--- config.mk ---
export PLATFORM = sky130hd
export DESIGN_NAME = fetch_ctrl
export DESIGN_NICKNAME = d
export VERILOG_FILES = /design/src/rtl/fetch_ctrl.sv
export SDC_FILE = /design/constraint.sdc
export NUM_CORES = 1
export LEC_CHECK = 0
export ABC_AREA = 1
export CAP_MARGIN = 20
export CORE_MARGIN = 3
export CORE_UTILIZATION = 41
export DETAILED_ROUTE_END_ITERATION = 8
export PLACE_DENSITY = 0.88
export REMOVE_ABC_BUFFERS = 1
export SLEW_MARGIN = 40
export SYNTH_ARGS = -nofsm -noshare
export SYNTH_HDL_FRONTEND = slang
export SYNTH_SLANG_ARGS = --single-unit
--- constraint.sdc ---
create_clock -name clk -period 3.8 [get_ports clk]
set_clock_uncertainty 0.1 [all_clocks]
set_input_delay 0.38 -clock clk [delete_from_list [all_inputs] [get_ports clk]]
set_output_delay 0.38 -clock clk [all_outputs]
set_load 0.01 [all_outputs]
--- src/rtl/fetch_ctrl.sv ---
// rtl/fetch_ctrl.sv - fetch PC sequencer between branch predictor, icache and instruction buffer
module fetch_ctrl #(
  parameter logic [31:0] RESET_PC        = 32'h1c000000,
  parameter int          MAX_OUTSTANDING = 2,
  parameter int          IBUF_DEPTH      = 8,
  parameter int          EXCP_W          = 5
) (
  input  logic              clk,
  input  logic              resetn,
  input  logic              redirect_valid,
  input  logic [31:0]       redirect_pc,
  output logic [31:0]       bp_pc,
  input  logic              bp_taken0,
  input  logic              bp_taken1,
  input  logic [31:0]       bp_target,
  output logic              req_valid,
  input  logic              req_ready,
  output logic [31:0]       req_pc,
  output logic [1:0]        req_size,
  input  logic              resp_valid,
  input  logic [31:0]       resp_inst0,
  input  logic [31:0]       resp_inst1,
  input  logic              resp_have_excp,
  input  logic [EXCP_W-1:0] resp_excp_type,
  input  logic [3:0]        ibuf_length,
  output logic [1:0]        ibuf_i_size,
  output logic [31:0]       ibuf_i0_pc,
  output logic [31:0]       ibuf_i0_inst,
  output logic              ibuf_i0_pred_br_taken,
  output logic [31:0]       ibuf_i0_pred_br_target,
  output logic              ibuf_i0_have_excp,
  output logic [EXCP_W-1:0] ibuf_i0_excp_type,
  output logic [31:0]       ibuf_i1_pc,
  output logic [31:0]       ibuf_i1_inst,
  output logic              ibuf_i1_pred_br_taken,
  output logic [31:0]       ibuf_i1_pred_br_target
);

  localparam int QW = (MAX_OUTSTANDING > 1) ? $clog2(MAX_OUTSTANDING) : 1;
  localparam int CW = $clog2(MAX_OUTSTANDING + 1);

  typedef enum logic [0:0] {ST_RUN, ST_HALT} state_e;

  state_e      state_q, state_d;
  logic [31:0] fetch_pc_q, fetch_pc_d;
  logic [1:0]  drop_cnt_q, drop_cnt_d;
  logic [2:0]  reserved_q, reserved_d;
  logic [CW-1:0] cnt_q, cnt_d;
  logic [QW-1:0] rd_ptr_q, rd_ptr_d;
  logic [QW-1:0] wr_ptr_q, wr_ptr_d;

  // Request queue: one entry per accepted request, popped by in-order responses
  logic [31:0] q_pc_q     [MAX_OUTSTANDING];
  logic [1:0]  q_size_q   [MAX_OUTSTANDING];
  logic        q_t0_q     [MAX_OUTSTANDING];
  logic        q_t1_q     [MAX_OUTSTANDING];
  logic [31:0] q_target_q [MAX_OUTSTANDING];

  logic [1:0]  grp_size;
  logic [31:0] next_pc;
  logic        slot1_taken;
  logic [4:0]  inflight_w;
  logic [4:0]  need_w;
  logic        fire;
  logic        resp_live;
  logic        resp_drop;
  logic [31:0] hd_pc;
  logic [1:0]  hd_size;

  function automatic logic [QW-1:0] ptr_inc(input logic [QW-1:0] p);
    return (p == QW'(MAX_OUTSTANDING - 1)) ? '0 : p + QW'(1);
  endfunction

  // Issue decision, prediction, response routing and next-state computation
  always_comb begin
    grp_size    = fetch_pc_q[2] ? 2'd1 : 2'd2;
    req_size    = bp_taken0 ? 2'd1 : grp_size;
    slot1_taken = !bp_taken0 && (grp_size == 2'd2) && bp_taken1;
    if (bp_taken0 || slot1_taken) begin
      next_pc = bp_target;
    end else begin
      next_pc = fetch_pc_q + {28'd0, req_size, 2'b00};
    end
    bp_pc  = fetch_pc_q;
    req_pc = fetch_pc_q;

    inflight_w = 5'(cnt_q) + 5'(drop_cnt_q);
    need_w     = 5'(ibuf_length) + 5'(reserved_q) + 5'(req_size);
    req_valid  = resetn && (state_q == ST_RUN) && !redirect_valid &&
                 (inflight_w < 5'(MAX_OUTSTANDING)) && (need_w <= 5'(IBUF_DEPTH));
    fire       = req_valid && req_ready;

    resp_live = resetn && resp_valid && !redirect_valid && (drop_cnt_q == 2'd0);
    resp_drop = resetn && resp_valid && !redirect_valid && (drop_cnt_q != 2'd0);

    hd_pc   = q_pc_q[rd_ptr_q];
    hd_size = q_size_q[rd_ptr_q];

    ibuf_i_size            = !resp_live ? 2'd0 : (resp_have_excp ? 2'd1 : hd_size);
    ibuf_i0_pc             = hd_pc;
    ibuf_i0_inst           = resp_inst0;
    ibuf_i0_pred_br_taken  = q_t0_q[rd_ptr_q];
    ibuf_i0_pred_br_target = q_target_q[rd_ptr_q];
    ibuf_i0_have_excp      = resp_live && resp_have_excp;
    ibuf_i0_excp_type      = resp_excp_type;
    ibuf_i1_pc             = hd_pc + 32'd4;
    ibuf_i1_inst           = resp_inst1;
    ibuf_i1_pred_br_taken  = q_t1_q[rd_ptr_q];
    ibuf_i1_pred_br_target = q_target_q[rd_ptr_q];

    state_d    = state_q;
    fetch_pc_d = fetch_pc_q;
    drop_cnt_d = drop_cnt_q;
    reserved_d = reserved_q;
    cnt_d      = cnt_q;
    rd_ptr_d   = rd_ptr_q;
    wr_ptr_d   = wr_ptr_q;

    if (redirect_valid) begin
      // Everything in flight becomes garbage; a response this cycle is one of them.
      state_d    = ST_RUN;
      fetch_pc_d = redirect_pc;
      drop_cnt_d = 2'(inflight_w - 5'(resp_valid));
      reserved_d = 3'd0;
      cnt_d      = '0;
      rd_ptr_d   = '0;
      wr_ptr_d   = '0;
    end else begin
      if (fire) begin
        fetch_pc_d = next_pc;
        wr_ptr_d   = ptr_inc(wr_ptr_q);
      end
      if (resp_drop) begin
        drop_cnt_d = drop_cnt_q - 2'd1;
      end
      if (resp_live) begin
        rd_ptr_d = ptr_inc(rd_ptr_q);
        if (resp_have_excp) begin
          state_d = ST_HALT;
        end
      end
      cnt_d      = cnt_q + CW'(fire) - CW'(resp_live);
      reserved_d = reserved_q + (fire ? {1'b0, req_size} : 3'd0)
                              - (resp_live ? {1'b0, hd_size} : 3'd0);
    end
  end

  // State registers and queue entry write on request acceptance
  always_ff @(posedge clk or negedge resetn) begin
    if (!resetn) begin
      state_q    <= ST_RUN;
      fetch_pc_q <= RESET_PC;
      drop_cnt_q <= 2'd0;
      reserved_q <= 3'd0;
      cnt_q      <= '0;
      rd_ptr_q   <= '0;
      wr_ptr_q   <= '0;
      for (int i = 0; i < MAX_OUTSTANDING; i++) begin
        q_pc_q[i]     <= '0;
        q_size_q[i]   <= '0;
        q_t0_q[i]     <= 1'b0;
        q_t1_q[i]     <= 1'b0;
        q_target_q[i] <= '0;
      end
    end else begin
      state_q    <= state_d;
      fetch_pc_q <= fetch_pc_d;
      drop_cnt_q <= drop_cnt_d;
      reserved_q <= reserved_d;
      cnt_q      <= cnt_d;
      rd_ptr_q   <= rd_ptr_d;
      wr_ptr_q   <= wr_ptr_d;
      if (fire) begin
        q_pc_q[wr_ptr_q]     <= fetch_pc_q;
        q_size_q[wr_ptr_q]   <= req_size;
        q_t0_q[wr_ptr_q]     <= bp_taken0;
        q_t1_q[wr_ptr_q]     <= slot1_taken;
        q_target_q[wr_ptr_q] <= bp_target;
      end
    end
  end

  // A response must always correspond to a live or to-be-dropped request
  resp_has_owner: assert property (@(posedge clk) disable iff (!resetn)
    resp_valid |-> ((cnt_q != '0) || (drop_cnt_q != 2'd0)));

endmodule

==> impl_metrics.ini <==
[outcome]
status = finished, final reports clean

[sta]
fmax_ghz = 0.274
hold_viol = 0
worst_slew_pin_slew_ns = 0.773
setup-tns-final_ns = 0
setup_viol = 0
rsz0062_at_grt = false
relSlewSlack = 0.484
setup_ws_ns = 0.148
post-route-period-util = 0.961
drv_slew = 0
finalCriticalPeriod_ns = 3.65

[floorplan]
die-area_mm2 = 0.0293
io_pins = 414
die-width_um = 171
row_count = 59
core_mm2 = 0.0264
initial_core_util = 0.423
die_h_um = 171

[grt]
grt.overflow.total = 0
grt_max_degree = 75
grtUsageTotal = 0.275
grt_antenna_before_repair = 1
grt_pass1_wl_mm = 61.0
first_global_vias = 10347

[logic_synthesis]
synth_warnings = 0
synth.largest_area_cell = dfrtp_1
syn_area_mm2 = 0.0112
synth.top_cells.by_area = dfrtp_1 39%, nand2_1 15%, buf_4 9.3%
synthArstFlopShare = 1.00
synth_seq_cells = 178
syn_area_per_cell_um2 = 7.44
yosysTopAreaCellShare = 0.391
yosysUniqueCellTypes = 45
ys_seq_area_frac = 0.398
synth-edff-count = 0
syn_inst = 1504
synth_flop_cell = dfrtp_1

[setup_path]
cpPeakStageDelay_ns = 0.55
crit_buf_inv = 1
critPathKind = reg -> reg
cp-end-kind = flip-flop
required_ns = 4.00
path_cells = nor2_4 > xor2_2 > ha_1 > ha_4 > fa_1 > o31ai_4 > nand4_2 > inv_2 > nand2_2 > fa_1 > fa_2 > nor2_1
timing.reg2reg.setup_slack_ns = 0.15
worstPathArrival_ns = 3.85
cp_slowest_cell = fa_2
path_max_fanout = 4
cpMostUsedCell = fa_1
critPathTopFamily = adder cells
critPathLaunchType = flip-flop

[finish]
area_delta_synth_final_pct = 25.7
stdcell_area_mm2 = 0.0141
final_util = 0.532
final_layout_size_suffix_gt1_frac = 0.0754
final_nets = 1796
nFillCells = 2396

[routing]
wl_per_cell_um = 20.8
drtIter0Drc = 1026
wl_mm = 41.3
num_vias = 10687
viasPerCell = 5.39
ant_nets = 0
route.detailed.drc = 0
dr.pass1.iters = 5

[cts]
cts_num_sinks = 178
cts-htree-levels = 4
worst_skew_pair.late_latency_ns = 0.43
numCtsBuffers = 17
clockBufferDepth = 2
clock_tree.root_cell = clkbuf_16
clk_pin_slew_ns = 0.07
cts_tree = done

[pwr]
powerDensity_mw_per_mm2 = 658
power.internal_mw = 5.77
ir_worst_vdd_mv = 0.342
combPwrFrac = 0.482
seqPwrFrac = 0.310
switching_share = 0.376
switchingPower_mw = 3.48
leakage_nw = 6.45
pwr-share-clk = 0.207

[placement]
placed_area_mm2 = 0.0133
port_buffers = 275
dp_hpwl_mm = 31.9
dp_slack_ns = -0.460
place_congestion = 0.936

[flow_run]
max_cap_viol_count = 0

[hold_path]
min_path_type = in -> async
through the flow:
stage          total power, mW  instances  hold WS [ns]
4_1_cts                   9.21       1975         0.356
5_1_grt                   9.82       1980         0.382
3_3_place_gp              7.13       1943         0.248
6_report                  9.26       1981         0.346
2_1_floorplan             4.78       1305       -0.0156
3_5_place_dp              7.27       1943         0.258
layout make-up:
| cell class | count | area (um2) | share of cell area |
|---|---|---|---|
| repair buffers | 309 | 3090 | 0.220 |
| diodes | 1 | 2.50 | 0.000178 |
| well taps | 335 | 419 | 0.0298 |
| clock inverters | 13 | 196 | 0.0140 |
| flip-flops and latches | 178 | 4460 | 0.317 |
| multi-input cells | 975 | 4880 | 0.347 |
| inverters | 152 | 576 | 0.0409 |
| clock buffers | 18 | 439 | 0.0312 |
sequential cells by signal (all words and copies together) (netlist names):
register	flops
drop_cnt_q	2
cnt_q	2
q_t1_q	2
bp_pc	32
q_size_q	4
q_target_q	64
state_q	1
q_pc_q	64
rd_ptr_q	1
reserved_q	3
wr_ptr_q	1
q_t0_q	2
layout by cell type, fill, tap and decap left out, types with 3 or more instances in the layout:
cell	synthesis	final
bufinv_16	0	4
buf_4	138	25
nand2_2	5	6
o21ai_0	177	175
fa_1	5	3
o21a_1	16	16
buf_6	2	3
xnor2_1	8	8
xor2_1	32	31
nand2_1	451	450
dfrtp_1	175	175
o211ai_1	5	5
ha_1	13	11
clkdlybuf4s50_1	0	274
nor2_1	71	71
clkbuf_16	0	17
buf_12	2	5
dfstp_2	3	3
nand3_1	62	62
inv_2	10	11
o31ai_1	5	4
nand4_1	11	11
o21ai_1	15	17
o21ai_4	5	5
or2_2	4	4
nor3_1	23	23
a21oi_1	32	32
nor3_2	3	3
nor2_2	6	5
o21ai_2	7	7
nor2_4	4	5
inv_1	141	140
inv_6	0	5
layer usage:
layer  vias to the layer above  track usage  share of wire
met4                         8       0.0759          0.028
met1                      5022        0.334           0.38
li1                       4891            -              -
met5                         -       0.0702         0.0068
met2                       663        0.406           0.42
met3                       103        0.168           0.16
logic make-up (layout without fill, tap and decap cells):
logic type / Yosys count / after routing / synth area share
buffers and inverters: 351 / 492 / 0.170
and+or+nand+nor: 649 / 649 / 0.242
DFF: 178 / 178 / 0.398
AOI/OAI and AO/OA: 267 / 267 / 0.134
other: 0 / 1 / 0
adders and majority gates: 18 / 18 / 0.0235
muxes: 1 / 1 / 0.000894
xor gates and xnor gates: 40 / 40 / 0.0313
synthesized netlist by cell type, types with 4 or more instances:
library cell,instances
clkbuf_1,31
o211ai_1,5
buf_4,138
buf_1,8
dfrtp_1,175
nand4_1,11
nand2_2,5
inv_1,141
xor2_1,32
fa_1,5
o21ai_1,15
xnor2_1,8
o21ai_4,5
buf_2,18
o21ai_2,7
inv_2,10
nor3_1,23
nor2_4,4
ha_1,13
nor2_1,71
o21ai_0,177
or2_2,4
nand3_1,62
nand2_1,451
o31ai_1,5
a21oi_1,32
o21a_1,16
nor2_2,6
repair_timing:
action | in CTS | in global routing
hold endpoints to repair | 44 | 0
buffers inserted | 0 | 5
setup endpoints to repair | 1 | 15
cloned | 0 | 0
pin swaps | 0 | 10
resized for setup | 1 | 15
hold buffers | 1 | 0
worst paths after layout:
kind,from,to,cells after the start
min in group clk,q_t0_q[1],q_t0_q[1],2
max in group asynchronous,resetn,q_target_q[42],3
worst min register to register,q_t0_q[1],q_t0_q[1],2
worst max register to register,bp_pc[2],reserved_q[1],12
worst min-delay path,resetn,q_target_q[18],2
worst max-delay path,bp_pc[2],reserved_q[1],12
power by group through the flow:
| stage | sequential (mW) | combinational (mW) | clock, mW |
|---|---|---|---|
| after floorplan | 2.82 | 1.96 | 0 |
| after global placement | 2.86 | 4.27 | 0 |
| after detailed placement | 2.89 | 4.39 | 0 |
| after CTS | 2.86 | 4.42 | 1.93 |
| after global routing | 2.93 | 4.86 | 2.03 |
| final | 2.87 | 4.46 | 1.92 |
Power figures use the tool's default switching activity.
